`src/rtl/gpio_ctrl_irq.sv`:
```
// rtl/gpio_ctrl_irq.sv - Wishbone GPIO controller with synchroniser and per-pin edge/level interrupts
// Optional per-pin input debounce filter is built when GPIO_DEBOUNCE_EN is defined.
`timescale 1ns/1ps
module gpio_ctrl_irq #(
   parameter logic [16:0] MODULE_OFFSET     = 17'h0_1000,
   parameter logic [31:0] DEFAULT_REG_VALUE = 32'hFAB_DEF_AC,
   parameter int          GPIO_WIDTH        = 32,
   parameter int          SYNC_STAGES       = 2
) (
   input  logic                  WBs_CLK_i,
   input  logic                  WBs_RST_i,
   input  logic [16:0]           WBs_ADR_i,
   input  logic                  WBs_CYC_i,
   input  logic                  WBs_STB_i,
   input  logic                  WBs_WE_i,
   input  logic [3:0]            WBs_BYTE_STB_i,
   input  logic [31:0]           WBs_DAT_i,
   output logic [31:0]           WBs_DAT_o,
   output logic                  WBs_ACK_o,
   input  logic [GPIO_WIDTH-1:0] GPIO_in_i,
   output logic [GPIO_WIDTH-1:0] GPIO_out_o,
   output logic [GPIO_WIDTH-1:0] GPIO_OE_o,
   output logic                  Interrupt_o
);

   localparam logic [5:0] W_IN     = 6'd0;
   localparam logic [5:0] W_OUT    = 6'd1;
   localparam logic [5:0] W_OE     = 6'd2;
   localparam logic [5:0] W_SET    = 6'd3;
   localparam logic [5:0] W_CLR    = 6'd4;
   localparam logic [5:0] W_EN     = 6'd5;
   localparam logic [5:0] W_TYPE   = 6'd6;
   localparam logic [5:0] W_POL    = 6'd7;
   localparam logic [5:0] W_STATUS = 6'd8;
`ifdef GPIO_DEBOUNCE_EN
   localparam logic [5:0] W_DEB    = 6'd9;
`endif

   logic                  decode, ack_nxt, wr_en, unused_adr;
   logic [5:0]            word_sel;
   logic [31:0]           be_mask, wr_bits;
   logic [GPIO_WIDTH-1:0] wr_w;
   logic [GPIO_WIDTH-1:0] out_q, oe_q, en_q, type_q, pol_q, status_q, in_prev_q;
   logic [GPIO_WIDTH-1:0] synced, in_val, rise, fall, edge_hit, w1c, status_nxt;
   logic [GPIO_WIDTH-1:0] sync_q [SYNC_STAGES];

   function automatic logic [GPIO_WIDTH-1:0] merge_be(input logic [GPIO_WIDTH-1:0] cur,
                                                      input logic [31:0] mask,
                                                      input logic [31:0] bits);
      return GPIO_WIDTH'((32'(cur) & ~mask) | bits);
   endfunction

   assign decode     = (WBs_ADR_i[16:8] == MODULE_OFFSET[16:8]);
   assign ack_nxt    = decode & WBs_CYC_i & WBs_STB_i & ~WBs_ACK_o;
   assign wr_en      = ack_nxt & WBs_WE_i;
   assign word_sel   = WBs_ADR_i[7:2];
   assign unused_adr = ^WBs_ADR_i[1:0];
   assign be_mask    = {{8{WBs_BYTE_STB_i[3]}}, {8{WBs_BYTE_STB_i[2]}},
                        {8{WBs_BYTE_STB_i[1]}}, {8{WBs_BYTE_STB_i[0]}}};
   assign wr_bits    = WBs_DAT_i & be_mask;
   assign wr_w       = GPIO_WIDTH'(wr_bits);

   always_ff @(posedge WBs_CLK_i or posedge WBs_RST_i) begin
      if (WBs_RST_i) begin
         for (int i = 0; i < SYNC_STAGES; i++) sync_q[i] <= '0;
      end else begin
         sync_q[0] <= GPIO_in_i;
         for (int i = 1; i < SYNC_STAGES; i++) sync_q[i] <= sync_q[i-1];
      end
   end
   assign synced = sync_q[SYNC_STAGES-1];

`ifdef GPIO_DEBOUNCE_EN
   logic [15:0]           deb_q;
   logic [15:0]           cnt_q [GPIO_WIDTH];
   logic [GPIO_WIDTH-1:0] filt_q;

   // A pin's filtered value only follows after DEBOUNCE+1 consecutive differing samples.
   always_ff @(posedge WBs_CLK_i or posedge WBs_RST_i) begin
      if (WBs_RST_i) begin
         deb_q  <= '0;
         filt_q <= '0;
         for (int i = 0; i < GPIO_WIDTH; i++) cnt_q[i] <= '0;
      end else begin
         if (wr_en && word_sel == W_DEB) deb_q <= 16'((32'(deb_q) & ~be_mask) | wr_bits);
         for (int i = 0; i < GPIO_WIDTH; i++) begin
            if (synced[i] != filt_q[i]) begin
               if (cnt_q[i] == deb_q) begin
                  filt_q[i] <= synced[i];
                  cnt_q[i]  <= '0;
               end else begin
                  cnt_q[i]  <= cnt_q[i] + 16'd1;
               end
            end else begin
               cnt_q[i] <= '0;
            end
         end
      end
   end
   assign in_val = filt_q;
`else
   assign in_val = synced;
`endif

   // Edge pins are sticky with set-over-clear priority; level pins mirror the input.
   always_comb begin
      rise       = in_val & ~in_prev_q;
      fall       = ~in_val & in_prev_q;
      edge_hit   = type_q & ((pol_q & rise) | (~pol_q & fall));
      w1c        = (wr_en && word_sel == W_STATUS) ? wr_w : '0;
      status_nxt = (type_q & ((status_q & ~w1c) | edge_hit)) | (~type_q & ~(in_val ^ pol_q));
   end

   always_ff @(posedge WBs_CLK_i or posedge WBs_RST_i) begin
      if (WBs_RST_i) begin
         WBs_ACK_o   <= 1'b0;
         out_q       <= '0;
         oe_q        <= '0;
         en_q        <= '0;
         type_q      <= '0;
         pol_q       <= '0;
         status_q    <= '0;
         in_prev_q   <= '0;
         Interrupt_o <= 1'b0;
      end else begin
         WBs_ACK_o   <= ack_nxt;
         in_prev_q   <= in_val;
         status_q    <= status_nxt;
         Interrupt_o <= |(status_q & en_q);
         if (wr_en) begin
            case (word_sel)
               W_OUT:   out_q  <= merge_be(out_q, be_mask, wr_bits);
               W_OE:    oe_q   <= merge_be(oe_q, be_mask, wr_bits);
               W_SET:   out_q  <= out_q | wr_w;
               W_CLR:   out_q  <= out_q & ~wr_w;
               W_EN:    en_q   <= merge_be(en_q, be_mask, wr_bits);
               W_TYPE:  type_q <= merge_be(type_q, be_mask, wr_bits);
               W_POL:   pol_q  <= merge_be(pol_q, be_mask, wr_bits);
               default: ;
            endcase
         end
      end
   end

   always_comb begin
      WBs_DAT_o = DEFAULT_REG_VALUE;
      case (word_sel)
         W_IN:         WBs_DAT_o = 32'(in_val);
         W_OUT:        WBs_DAT_o = 32'(out_q);
         W_OE:         WBs_DAT_o = 32'(oe_q);
         W_SET, W_CLR: WBs_DAT_o = 32'h0;
         W_EN:         WBs_DAT_o = 32'(en_q);
         W_TYPE:       WBs_DAT_o = 32'(type_q);
         W_POL:        WBs_DAT_o = 32'(pol_q);
         W_STATUS:     WBs_DAT_o = 32'(status_q);
`ifdef GPIO_DEBOUNCE_EN
         W_DEB:        WBs_DAT_o = {16'h0, deb_q};
`endif
         default:      ;
      endcase
   end

   assign GPIO_out_o = out_q;
   assign GPIO_OE_o  = oe_q;

endmodule
```
`config.mk`:
```
export PLATFORM = sky130hd
export DESIGN_NAME = gpio_ctrl_irq
export DESIGN_NICKNAME = d
export VERILOG_FILES = /design/src/rtl/gpio_ctrl_irq.sv
export SDC_FILE = /design/constraint.sdc
export NUM_CORES = 1
export LEC_CHECK = 0
export ABC_CLOCK_PERIOD_IN_PS = 25300
export CAP_MARGIN = 20
export CELL_PAD_IN_SITES_DETAIL_PLACEMENT = 0
export CELL_PAD_IN_SITES_GLOBAL_PLACEMENT = 1
export CORE_MARGIN = 3
export CORE_UTILIZATION = 49
export CTS_BUF_LIST = sky130_fd_sc_hd__clkbuf_8
export CTS_CLUSTER_DIAMETER = 200
export DETAILED_ROUTE_END_ITERATION = 10
export PLACE_DENSITY_LB_ADDON = 0.1
export SLEW_MARGIN = 20
export SYNTH_ARGS = -nofsm -noshare
export SYNTH_HDL_FRONTEND = slang
export SYNTH_SLANG_ARGS = --single-unit
```
`constraint.sdc`:
```
create_clock -name WBs_CLK_i -period 25.3 [get_ports WBs_CLK_i]
set_input_delay 5.06 -clock WBs_CLK_i [delete_from_list [all_inputs] [get_ports WBs_CLK_i]]
set_output_delay 5.06 -clock WBs_CLK_i [all_outputs]
set_load 0.01 [all_outputs]
```
# --- After elaboration in Yosys (flattened, before gate mapping) ---
# Index checks and enable logic that the tools add are counted.
totals:
  regBits: 290
  output_inout_bits: 98
  input_bits: 90
  word_cells: 72
op_classes:
  n_bitwise: 39
  n_mux: 3
  n_eq_ne: 9
  n_reduce_logical: 10
ops:
  columns: ["operator", "count"]
  rows:
  - ["32-bit bitwise AND", 16]
  - ["32-bit OR", 9]
  - ["32-bit inverter", 8]
  - ["32-bit case mux with 8 select lines", 1]
  - ["32-bit case mux with 3 select lines", 1]
  - ["32-bit 2-to-1 mux", 1]
  - ["32-bit OR reduction", 1]
  - ["32-bit XOR", 1]
  - ["6-bit by 3-bit == test with 1-bit output, second input constant", 4]
  - ["6-bit by 2-bit == test with 1-bit output, second input constant", 2]
  - ["2-bit AND reduction", 5]
  - ["9-bit by 5-bit == test with 1-bit output, second input constant", 1]
  - ["6-bit by 1-bit == test with 1-bit output, second input constant", 1]
  - ["6-bit by 4-bit == test with 1-bit output, second input constant", 1]
  - ["6-bit zero test", 1]
  - ["1-bit bitwise AND", 4]
  - ["3-bit nonzero test", 1]
  - ["2-bit OR reduction", 1]
  - ["1-bit logical AND", 1]
  - ["1-bit inverter", 1]

# --- Logic depth before layout (Yosys ltp) ---
depth:
  word_depth: 12
  mapped_depth: 7
  ltp_nobuf: 4

# --- Worst setup path before layout ---
# OpenSTA, ideal clock, no wires.
synth_path:
  path_type: "input to output"
  startpoint: "in WBs_ADR_i[5]"
  endpoint: "out WBs_DAT_o[10]"
  required_time_ps: 20240
  slack_ps: 13629
  arrival_time_ps: 6611
  path_stages: 7
  path_cell_list: "clkbuf_1 or3_1 clkbuf_1 nor4_2 clkbuf_1 a22oi_1 nand4_1"
synth_between:
  elab_chain_len: 3
  elab_cells_between_ends: 11
  cone_classes: "8 x eq/ne; 1 x mux; 2 x reduce/logical"
synth_rtl:
  columns: ["item", "line_no", "source"]
  rows:
  - ["start: declaration", "12", "input logic [16:0] WBs_ADR_i,"]
  - ["6-bit by 2-bit == test with 1-bit output or 6-bit by 3-bit == test with 1-bit output (tied branches)", "147", "case (word_sel)"]
  - ["2-bit OR reduction", "147", null]
  - ["32-bit case mux with 8 select lines *", "147", null]
  - ["end: declaration", "18", "output logic [31:0] WBs_DAT_o,"]
# Mark *: on every way between the ends. The rest lies on a longest branch, timed or not.

# --- Worst setup path after layout ---
layout_path:
  startpoint: "in WBs_ADR_i[2]"
  endpoint: "out WBs_DAT_o[25]"
# Same word-level chain as after synthesis.

==> run_results.csv <==
group,metric,value,unit
timing,fmax,73.7,MHz
final_layout,finalNonFillerCells,1563,
synth,yosys-top-cells-count,"290 x dfrtp_1, 125 x mux2_2, 87 x nand2_1",
grt,grt_pass1_vias,10200,
clock_tree,numClockSinks,290,
critical_path,worst_path_max_delay_cell,"clkdlybuf4s50_1",
synth,synth.area.top_cells,"dfrtp_1 57%, mux2_2 11%, a22oi_1 4.1%",
synth,syn-num-nets,1105,
clock_tree,cts_root_buf,"clkbuf_8",
place,numPortBuffers,185,
critical_path,cpPeakStageDelay,0.99,ns
clock_tree,hold_buffers,0,
critical_path,arrival,8.51,ns
clock_tree,clock_path_buffers,3,
synth,yosysWarnings,0,
floorplan,fp.dieH,167,um
clock_tree,tritoncts,"built",
synth,synth-adder-area-share,0,%
synth,synthesis.instances,1015,
drt,dr.pass1.iters,5,
run_status,outcome,"completed",
critical_path,crit_family,"buffers and inverters",
critical_path,crit_buf_inv,2,
synth,synth_area,12800,sq um
synth,synth_edf_count,0,
drt,post_drt_wl_per_cell,25.8,um
place,numPlacedInstances,1479,
critical_path,cp_cell_sequence,"clkdlybuf4s50_1 > nor2b_1 > nand2_2 > o22a_1 > nand4_1 > clkdlybuf4s50_1",
final_layout,diodes,0,
synth,synth_mux_area_share,13.8,%
floorplan,die_w,167,um
clock_tree,post_cts_resized,0,
power_and_ir_drop,ir_drop,0.0414,mV
synth,synth_top_family_by_area,"compound AO/OA/AOI/OAI gates",
timing,relSlewSlack,30.8,%
synth,async_flop_share,100,%
timing,setup_viol_count_final,0,
critical_path,critical_path.most_common_cell,"clkdlybuf4s50_1",
drt,drtIter0Drc,1029,
power_and_ir_drop,power_density,59.3,nW/um^2
timing,fin_skew,0.0156,ns
critical_path,critPathCaptureType,"primary output",
place,gp_congestion,0.855,
floorplan,initial_utilization,50.2,%
synth,yosys.area_share.simple,10.5,%
drt,vias_per_cell,6.44,
drt,drt_drc_violations_left,0,
floorplan,die_area,28000,sq um
final_layout,fin_area,15900,sq um
synth,synth_compound_area_share,16.7,%
grt,grt_pass1_wl,62.0,mm
power_and_ir_drop,power,0.000940,W
final_layout,layout-drive-gt1-share,18.2,%
clock_tree,htreeDepth,2,
synth,ys_seq_elements,290,
synth,postSynthAreaPerCell,12.6,sq um
timing,min_period,13.57,ns
critical_path,crit_path_start_kind,"primary input",
critical_path,path_class,"in -> out",
hold_path,hold_class,"reg -> reg",
timing,drv_slew,0,
clock_tree,clk_latency,0.56,ns
critical_path,critPathRequiredTime,20.24,ns
synth,yosys.cell_types.count,51,
place,placed_area,14900,sq um
grt,overflow,0,
timing,fin_crit_sh,53.7,%
synth,synth_xor_xnor_area_share,0,%
synth,ys_seq_area_share,56.9,%
drt,wirelength,40.3,mm
drt,vias,10100,
critical_path,crit_fanout,27,
clock_tree,post_cts_buffers,0,
timing,rsz0062_at_grt,"false",
power_and_ir_drop,p_leak,6.79,nW
floorplan,design.core.area,25400,sq um
timing,tightest_slew,1.04,ns
drt,ant_nets,0,
run,maxCapViolCount,0,
synth,synth_top_area_cell,"dfrtp_1",
place,dp_hpwl,24.5,mm
final_layout,syn_to_final_growth,24.3,%
timing,hold_violations,0,
synth,synth_most_common_cell,"dfrtp_1",
timing,tns,0,ns
synth,synthFlopType,"dfrtp_1",
final_layout,fillers,2115,
final_layout,post-route-util,62.4,%
grt,antenna_found_initial,0,
synth,synth_top_area_share,56.9,%
clock_tree,clk_pin_slew,0.06,ns
final_layout,fin_nets,1290,
floorplan,rows,58,
grt,grt_usage,28.5,%
clock_tree,cts_inserted_buffers,48,
grt,grt_max_degree,169,
floorplan,pin_count,188,
-- cell usage in the layout (no fill, tap or decap), types with 27 or more instances in the layout --
cell / n
nand4_1: 27
nor2b_1: 35
dfrtp_1: 290
clkdlybuf4s50_1: 184
a22oi_1: 69
o2111ai_1: 32
a311o_1: 32
mux2i_1: 30
nand2_1: 86
nor3_1: 36
a22o_1: 39
mux2_2: 125
a31oi_1: 32
clkbuf_8: 58
-- path summary, 6_finish.rpt --
path | from | to | slack [ns] | cells past startpoint
max | WBs_ADR_i[2] | WBs_DAT_o[25] | 11.73 | 6
min | sync_q[40] | in_val[8] | 0.34 | 0
max reg2reg | WBs_ACK_o | GPIO_out_o[24] | 22.72 | 6
min reg2reg | sync_q[40] | in_val[8] | 0.34 | 0
max in group asynchronous | WBs_RST_i | asynchronous set/reset pin | 18.80 | 3
min in group asynchronous | WBs_RST_i | sync_q[34] | 5.05 | 2
-- cells by family after synthesis --
kind of cell	after synthesis
AOI/OAI and AO/OA	270
buffers and inverters	64
DFF	290
muxes	160
and+or+nand+nor	231
-- per-layer routing --
metal | wire length, um | vias to the layer above | share of wire [%] | global-route usage, %
li1 | - | 4351 | - | -
met1 | 16900 | 5097 | 42 | 39.5
met2 | 18600 | 509 | 46 | 44.7
met3 | 3350 | 101 | 8.3 | 5.93
met4 | 1440 | 0 | 3.6 | 10.9
met5 | 0 | - | 0 | 0
-- power breakdown --
group	switching (W)	leakage, nW	total [W]	internal, W
Combinational	0.0000366	2.48	0.0000593	0.0000227
Clock	0.000182	0.551	0.000398	0.000216
Sequential	0.00000833	3.76	0.000483	0.000474
-- worst reg2reg max path, delay by kind of cell, from the launching register on --
family | cells | cell delay [ns]
flops | 1 | 0.38
simple gates | 2 | 0.89
compound gates | 2 | 0.47
buf+inv | 2 | 0.73
-- metrics by stage --
step,hold WS (ns),worst slack [ns]
after floorplan,0.331,12.23
after global placement,0.333,11.78
after detailed placement,0.335,11.78
after CTS,0.345,11.78
after global routing,0.350,11.61
final,0.342,11.73
-- cell type report --
cell class | instances | area [sq um] | area share, %
Clock buffer | 58 | 798 | 5.03
Clock inverter | 25 | 126 | 0.797
Inverter | 6 | 30.0 | 0.189
Multi-Input combinational cell | 661 | 5290 | 33.4
Sequential cell | 290 | 7260 | 45.8
Tap cell | 330 | 413 | 2.60
Timing Repair Buffer | 193 | 1940 | 12.2
Power figures use the tool's default switching activity.
